--- src/rtl/jtframe_ps2_rx.sv ---
// PS/2 keyboard receiver: synchronise, deglitch, deframe, fold E0/F0 prefixes into key flags.
// Optional frame watchdog enabled with `define JTFRAME_PS2_TIMEOUT_EN.
module jtframe_ps2_rx #(
   parameter int FILTER_LEN = 8,
   parameter int TIMEOUT    = 96000
) (
   input  logic       clk_sys,
   input  logic       rst,
   input  logic       ps2_clk,
   input  logic       ps2_data,
   output logic       key_valid,
   output logic [7:0] key_code,
   output logic       key_ext,
   output logic       key_rel,
   output logic       parity_err,
   output logic       frame_err
);

   localparam logic [3:0] FILT_LAST = 4'(FILTER_LEN - 1);

   typedef enum logic [1:0] {IDLE, DATA, PARITY, STOP} state_t;

   // Parameter values outside the supported range leave this marker in the hierarchy
   if (FILTER_LEN < 1 || FILTER_LEN > 15 || TIMEOUT < 2) begin : g_bad_params
   end

   function automatic logic odd_parity_ok(input logic [7:0] byte_in, input logic par_in);
      return ^{byte_in, par_in};
   endfunction

   logic [1:0] clk_p0, data_p0;
   logic       clk_filt_p1, data_filt_p1, clk_filt_p2;
   logic [3:0] clk_cnt, data_cnt;
   logic       fall;

   state_t     state, state_nx;
   logic [7:0] shreg;
   logic [2:0] bitcnt;
   logic       par, ext_pend, rel_pend;
   logic       start, shift_en, par_en, deliver, perr, ferr, wd_expire;

   // Stage p0: two-flop synchronisers
   always_ff @(posedge clk_sys or posedge rst) begin
      if (rst) begin
         clk_p0  <= 2'b11;
         data_p0 <= 2'b11;
      end else begin
         clk_p0  <= {clk_p0[0], ps2_clk};
         data_p0 <= {data_p0[0], ps2_data};
      end
   end

   // Stage p1: a new level is accepted only after FILTER_LEN matching samples
   always_ff @(posedge clk_sys or posedge rst) begin
      if (rst) begin
         clk_filt_p1  <= 1'b1;
         clk_cnt      <= '0;
         data_filt_p1 <= 1'b1;
         data_cnt     <= '0;
      end else begin
         if (clk_p0[1] == clk_filt_p1) clk_cnt <= '0;
         else if (clk_cnt == FILT_LAST) begin
            clk_filt_p1 <= clk_p0[1];
            clk_cnt     <= '0;
         end else clk_cnt <= clk_cnt + 4'd1;
         if (data_p0[1] == data_filt_p1) data_cnt <= '0;
         else if (data_cnt == FILT_LAST) begin
            data_filt_p1 <= data_p0[1];
            data_cnt     <= '0;
         end else data_cnt <= data_cnt + 4'd1;
      end
   end

   // Stage p2: previous filtered clock for edge detection
   always_ff @(posedge clk_sys or posedge rst) begin
      if (rst) clk_filt_p2 <= 1'b1;
      else     clk_filt_p2 <= clk_filt_p1;
   end

   assign fall = clk_filt_p2 & ~clk_filt_p1;

`ifdef JTFRAME_PS2_TIMEOUT_EN
   localparam logic [16:0] WD_LAST = 17'(TIMEOUT - 1);
   logic [16:0] wd_cnt;

   // A fall in the expiry cycle keeps the frame alive
   assign wd_expire = (state != IDLE) && !fall && (wd_cnt == WD_LAST);

   always_ff @(posedge clk_sys or posedge rst) begin
      if (rst)                                   wd_cnt <= '0;
      else if (state == IDLE || fall || wd_expire) wd_cnt <= '0;
      else                                       wd_cnt <= wd_cnt + 17'd1;
   end
`else
   assign wd_expire = 1'b0;
`endif

   always_ff @(posedge clk_sys or posedge rst) begin
      if (rst) state <= IDLE;
      else     state <= state_nx;
   end

   always_comb begin
      state_nx = state;
      start    = 1'b0;
      shift_en = 1'b0;
      par_en   = 1'b0;
      deliver  = 1'b0;
      perr     = 1'b0;
      ferr     = 1'b0;
      if (wd_expire) begin
         state_nx = IDLE;
         ferr     = 1'b1;
      end else if (fall) begin
         case (state)
            IDLE: if (!data_filt_p1) begin
               state_nx = DATA;
               start    = 1'b1;
            end
            DATA: begin
               shift_en = 1'b1;
               if (bitcnt == 3'd7) state_nx = PARITY;
            end
            PARITY: begin
               par_en   = 1'b1;
               state_nx = STOP;
            end
            STOP: begin
               state_nx = IDLE;
               if (!data_filt_p1)                 ferr    = 1'b1;
               else if (!odd_parity_ok(shreg, par)) perr    = 1'b1;
               else                               deliver = 1'b1;
            end
            default: state_nx = IDLE;
         endcase
      end
   end

   // Stage p3: deframed byte becomes a key event or a pending prefix
   always_ff @(posedge clk_sys or posedge rst) begin
      if (rst) begin
         shreg      <= '0;
         bitcnt     <= '0;
         par        <= 1'b0;
         ext_pend   <= 1'b0;
         rel_pend   <= 1'b0;
         key_valid  <= 1'b0;
         key_code   <= '0;
         key_ext    <= 1'b0;
         key_rel    <= 1'b0;
         parity_err <= 1'b0;
         frame_err  <= 1'b0;
      end else begin
         key_valid  <= 1'b0;
         parity_err <= perr;
         frame_err  <= ferr;
         if (start) bitcnt <= '0;
         if (shift_en) begin
            shreg  <= {data_filt_p1, shreg[7:1]};
            bitcnt <= bitcnt + 3'd1;
         end
         if (par_en) par <= data_filt_p1;
         if (perr || ferr) begin
            ext_pend <= 1'b0;
            rel_pend <= 1'b0;
         end
         if (deliver) begin
            if (shreg == 8'hE0)      ext_pend <= 1'b1;
            else if (shreg == 8'hF0) rel_pend <= 1'b1;
            else begin
               key_valid <= 1'b1;
               key_code  <= shreg;
               key_ext   <= ext_pend;
               key_rel   <= rel_pend;
               ext_pend  <= 1'b0;
               rel_pend  <= 1'b0;
            end
         end
      end
   end

endmodule

--- config.mk ---
export PLATFORM = sky130hd
export DESIGN_NAME = jtframe_ps2_rx
export DESIGN_NICKNAME = d
export VERILOG_FILES = /design/src/rtl/jtframe_ps2_rx.sv
export SDC_FILE = /design/constraint.sdc
export NUM_CORES = 1
export LEC_CHECK = 0
export BUFFER_PORTS_ARGS = -buffer_cell sky130_fd_sc_hd__buf_2
export CELL_PAD_IN_SITES_DETAIL_PLACEMENT = 1
export CELL_PAD_IN_SITES_GLOBAL_PLACEMENT = 1
export CORE_MARGIN = 4
export CORE_UTILIZATION = 45
export DETAILED_ROUTE_END_ITERATION = 12
export GPL_ROUTABILITY_DRIVEN = 1
export GPL_TIMING_DRIVEN = 0
export PLACE_DENSITY = 0.74
export SETUP_SLACK_MARGIN = 0.2
export SLEW_MARGIN = 20
export SYNTH_ARGS = -nofsm -noshare
export SYNTH_HDL_FRONTEND = slang
export SYNTH_SLANG_ARGS = --single-unit
export TNS_END_PERCENT = 100
--- constraint.sdc ---
create_clock -name clk_sys -period 4.3 [get_ports clk_sys]
set_input_delay 0.645 -clock clk_sys [delete_from_list [all_inputs] [get_ports clk_sys]]
set_output_delay 0.645 -clock clk_sys [all_outputs]
set_load 0.02 [all_outputs]
**Yosys cells after proc, flatten, opt, wreduce, memory -nomap -nowiden**

Cells that the tools add are included.

- Logic and storage cells: 85
- Flip-flop bits (word level): 44

- $add $sub $neg: 3
- Equality and inequality tests: 12
- Reductions and logical operators: 8
- Mux-type cells: 37
- Bitwise operators: 6

Operators by type and width:

| operator | count |
|---|---|
| $mux 1 | 28 |
| $eq 8x8->1 const B | 2 |
| $mux 4 | 4 |
| $reduce_xor 9->1 | 1 |
| $add 4x1->4 const B | 2 |
| $eq 4x3->1 const B | 2 |
| $pmux 2 s4 | 1 |
| $mux 3 | 2 |
| $reduce_and 3->1 | 2 |
| $not 1->1 | 5 |
| $eq 2x2->1 const B | 2 |
| $mux 2 | 2 |
| $ne 2x2->1 const B | 2 |
| $reduce_and 2->1 | 2 |
| $add 3x1->3 const B | 1 |
| $eq 3x3->1 const B | 1 |
| $eq 1x1->1 | 2 |
| $eq 2x1->1 const B | 1 |
| $logic_not 2->1 | 1 |
| $reduce_bool 2->1 | 1 |
| $and 1x1->1 | 1 |
| $logic_or 1x1->1 | 1 |

**Longest topological paths before layout**

- Word-level depth: 10
- Gate-level depth with buffers: 7

**Worst setup path after synthesis**

OpenSTA, ideal clock, no wires.

- Path type: register to register
- Start: register shreg[5]
- End: register key_code[2]
- Clock period less this slack: 2.035 ns
- Setup time: 0.125 ns
- Buffers on the path: 0
- Required time: 4.175 ns
- Cell stages (with the launch flop): 7
- Arrival time: 1.911 ns
- Path slack: 2.265 ns
- Cells stage by stage: dfrtp_1 xor2_1 xnor3_2 xnor2_1 o21ai_1 a21oi_4 mux2_2

- Word-level cells in the longest chain between the ends: 6

Ends and longest elaborated chain:

| element | line | source |
|---|---|---|
| start: declaration | 37 | `logic [7:0] shreg;` |
| start signal: assignment | 159 | `shreg <= {data_filt_p1, shreg[7:1]};` |
| $reduce_xor 9->1 | 28 | `return ^{byte_in, par_in};` |
| $mux 1 | 131 | `else if (!odd_parity_ok(shreg, par)) perr = 1'b1;` |
| $mux 1 | 130 | `if (!data_filt_p1) ferr = 1'b1;` |
| $mux 1 | 115 | `case (state)` |
| $mux 1 | 114 | `end else if (fall) begin` |
| $reduce_and 3->1 (no line) (*) | -- |  |
| end signal: assignment | 172 | `key_code <= shreg;` |
| end: declaration | 12 | `output logic [7:0] key_code,` |

Mark *: on every way between the ends. The rest lies on a longest branch, timed or not.
A chain may end at the register's enable or synchronous reset.

**Final worst setup path**

- Start: register shreg[5]
- End: register key_ext

- Word-level cells in the longest chain between the ends: 6

Ends and longest elaborated chain:

| element | line | source |
|---|---|---|
| $reduce_xor 9->1 | 28 |  |
| $mux 1 | 131 |  |
| $mux 1 | 130 |  |
| $mux 1 | 115 |  |
| $mux 1 | 114 |  |
| $reduce_and 3->1 (no line) (*) | -- |  |
| end signal: assignment | 173 | `key_ext <= ext_pend;` |
| end: declaration | 13 | `output logic key_ext,` |

Marks and branches as above.

==> impl_metrics.json <==
{
  "initial_core_util_pct": 47.46,
  "synth_edf_count": 0,
  "arrival_ns": 2.48,
  "max_stage_delay_ns": 0.49,
  "ys_seq_elements": 44,
  "drtAntennaViolNets": 0,
  "portBuffers": 16,
  "seq_area_frac_synth_pct": 57.63,
  "holdBufCountCts": 0,
  "endpoint_kind": "flop",
  "die_w_um": 73.42,
  "fillers": 427,
  "synth_top_area_share_pct": 48.08,
  "async_reset_ff_share_pct": 100.0,
  "syn-num-nets": 166,
  "fmax_mhz": 434.5,
  "wire_per_inst_um": 15.85,
  "synthSimpleGateAreaFrac_pct": 11.50,
  "finalSetupViolCount": 0,
  "clock-sinks": 44,
  "viasPerCell": 5.250,
  "cts-root-buf": "clkbuf_8",
  "muxShareOfSynthArea_pct": 10.53,
  "synth_top_cell_by_area": "dfrtp_1",
  "crit_fanout": 10,
  "diodes": 0,
  "synth_most_common_cell": "dfrtp_1",
  "cts_buffers": 5,
  "p_leak_nw": 1.074,
  "gp_congestion": 0.7684,
  "fin_nets": 190,
  "post-route-drc-count": 0,
  "synth-compound-area-share_pct": 6.238,
  "dp_cells": 220,
  "wirelength_um": 3614,
  "clock_latency_ns": 0.29,
  "fin_tns_setup_ns": 0,
  "syn_area_per_cell_um2": 12.59,
  "hold_class": "in2async",
  "critPathLaunchType": "flop",
  "syn_to_final_growth_pct": 13.26,
  "syn_inst": 153,
  "clockBufferDepth": 2,
  "startpoint": "shreg[5]",
  "regToRegSetupSlack_ns": 2.00,
  "crit_required_ns": 4.48,
  "pwr_density_cell_mw_per_mm2": 481.4,
  "io_pins": 17,
  "grt_pass1_wl_um": 6513,
  "yosysUniqueCellTypes": 29,
  "rr_startpoint": "shreg[5]",
  "rsz0062_at_grt": "false",
  "status": "finished clean",
  "grt_antenna_before_repair": 0,
  "grtUsageMet3_pct": 4.514,
  "fp.dieH_um": 73.42,
  "dieArea_mm2": 0.005390,
  "core_area_mm2": 0.004058,
  "drive_gt1_share_pct": 32.58,
  "cts_resized": 0,
  "fin_cells": 228,
  "htreeDepth": 2,
  "synth_top_family_by_area": "simple AND/OR/NAND/NOR gates",
  "worst_clock_skew_ns": 0.01187,
  "grt_pass1_vias": 1384,
  "fin_crit_sh_pct": 53.52,
  "worst_pin_slew_ns": 0.3946,
  "synth_xor_area_share_pct": 6.693,
  "use_met1_pct": 18.54,
  "path_class": "reg2reg",
  "slew_viol_final": 0,
  "finalCriticalPeriod_ns": 2.301,
  "vias": 1197,
  "synth_area_mm2": 0.001926,
  "grt_max_degree": 31,
  "ir_worst_vdd_mv": 0.2631,
  "cap_violations": 0,
  "cts_tree": "built",
  "path_clk_slew_ns": 0.09,
  "cp_cell_sequence": "xor2_1, xnor3_2, xnor2_1, o21ai_1, a21oi_4, mux2_2",
  "max-slew-margin-rel_pct": 73.63,
  "grt_overflow_total": 0,
  "rows": 23,
  "grt.total_usage_pct": 15.87,
  "synthAdderAreaFrac_pct": 5.848,
  "busiest_layer": "met2",
  "reg2regPathDepth": 6,
  "postCtsSetupRepairBufs": 0,
  "cpLargestDelayFamily": "XOR/XNOR gates",
  "synth.area.top_cells": "dfrtp_1 48%, mux2_2 11%, dfstp_2 9.6%",
  "use_met2_pct": 28.40,
  "path_buf_inv": 0,
  "slowest_stage": "xnor3_2",
  "r2r-end": "key_ext",
  "drt_iter0_drc": 50,
  "hpwl_um": 2779,
  "ys.flop_type": "dfrtp_1",
  "hold_viol": 0,
  "yosys_warnings": 0,
  "synthTopCellsByCount": "37 x dfrtp_1, 18 x mux2_2, 11 x xnor2_1",
  "first_pass_iters": 4
}
power breakdown:
group	switching, mW	internal, mW
sequential	0.0466	0.482
combinational	0.145	0.114
clock	0.134	0.128
area by class of cell:
cell class                      count  area (um^2)  share of cell area [%]
Sequential cell                    44         1110                   50.89
Multi-Input combinational cell    101        785.8                   36.03
Timing Repair Buffer               17        100.1                   4.590
Clock buffer                        6        82.58                   3.787
Tap cell                           50        62.56                   2.869
Inverter                            5        18.77                  0.8606
Buffer                              3        11.26                  0.5164
Clock inverter                      2        10.01                  0.4590
cells by family after synthesis:
| kind of cell | Yosys count |
|---|---|
| multiplexers | 18 |
| AO/OA/AOI/OAI | 17 |
| adder cells (fa/ha/maj) | 9 |
| buffers and inverters | 8 |
| XOR/XNOR | 13 |
| flip-flops | 44 |
| AND/OR/NAND/NOR | 44 |
sequential cells by signal (all words and copies together), names as in the netlist, 2 cells and up:
| signal | flops |
|---|---|
| data_cnt | 4 |
| data_p0 | 2 |
| bitcnt | 3 |
| clk_cnt | 4 |
| state | 2 |
| clk_p0 | 2 |
| key_code | 8 |
| shreg | 8 |
how the worst max path moves through the flow:
stage / end / slack [ns] / depth (start not counted)
floorplan: key_code[2] / 2.26 / 6
global placement: key_ext / 2.11 / 6
detailed placement: key_ext / 1.99 / 6
CTS: key_ext / 1.97 / 6
global route: key_ext / 1.85 / 6
finish: key_ext / 2.00 / 6
per-stage QoR:
step	setup slack, ns	power, mW	instance area (um^2)	util (%)	hold slack [ns]
after global routing	1.849	1.126	2181	53.75	0.3262
after detailed placement	1.988	0.8016	2088	51.46	0.3476
after CTS	1.975	1.068	2181	53.75	0.3174
after floorplan	2.265	0.7313	1926	-	0.3452
final	1.999	1.050	2181	53.75	0.3089
after global placement	2.106	0.7717	2068	50.97	0.3469
placed cells by master (no fill, tap or decap), drive strengths merged:
cell    netlist  final
dfrtp        37     37
mux2         18     18
buf           0     17
xnor2        11     11
nor2         11     11
nand2        10     10
ha            9      9
clkbuf        3      9
nand3         7      7
dfstp         7      7
nor2b         5      5
inv           5      5
a21oi         5      5
o21ai         5      5
nor3          4      4
a31oi         3      3
o22a          2      2
a32o          2      2
clkinv        0      2
xor2          1      1
xnor3         1      1
nand4b        1      1
and3          1      1
nand3b        1      1
nor3b         1      1
or4b          1      1
or3           1      1
nand2b        1      1
routing by layer:
layer  routed length (um)  share of wire [%]
met3                  119                3.3
met5                    0                  0
met2                 1926                 53
met1                 1530                 42
met4                   38                1.1
No activity file was read; power rests on OpenSTA's default activity.
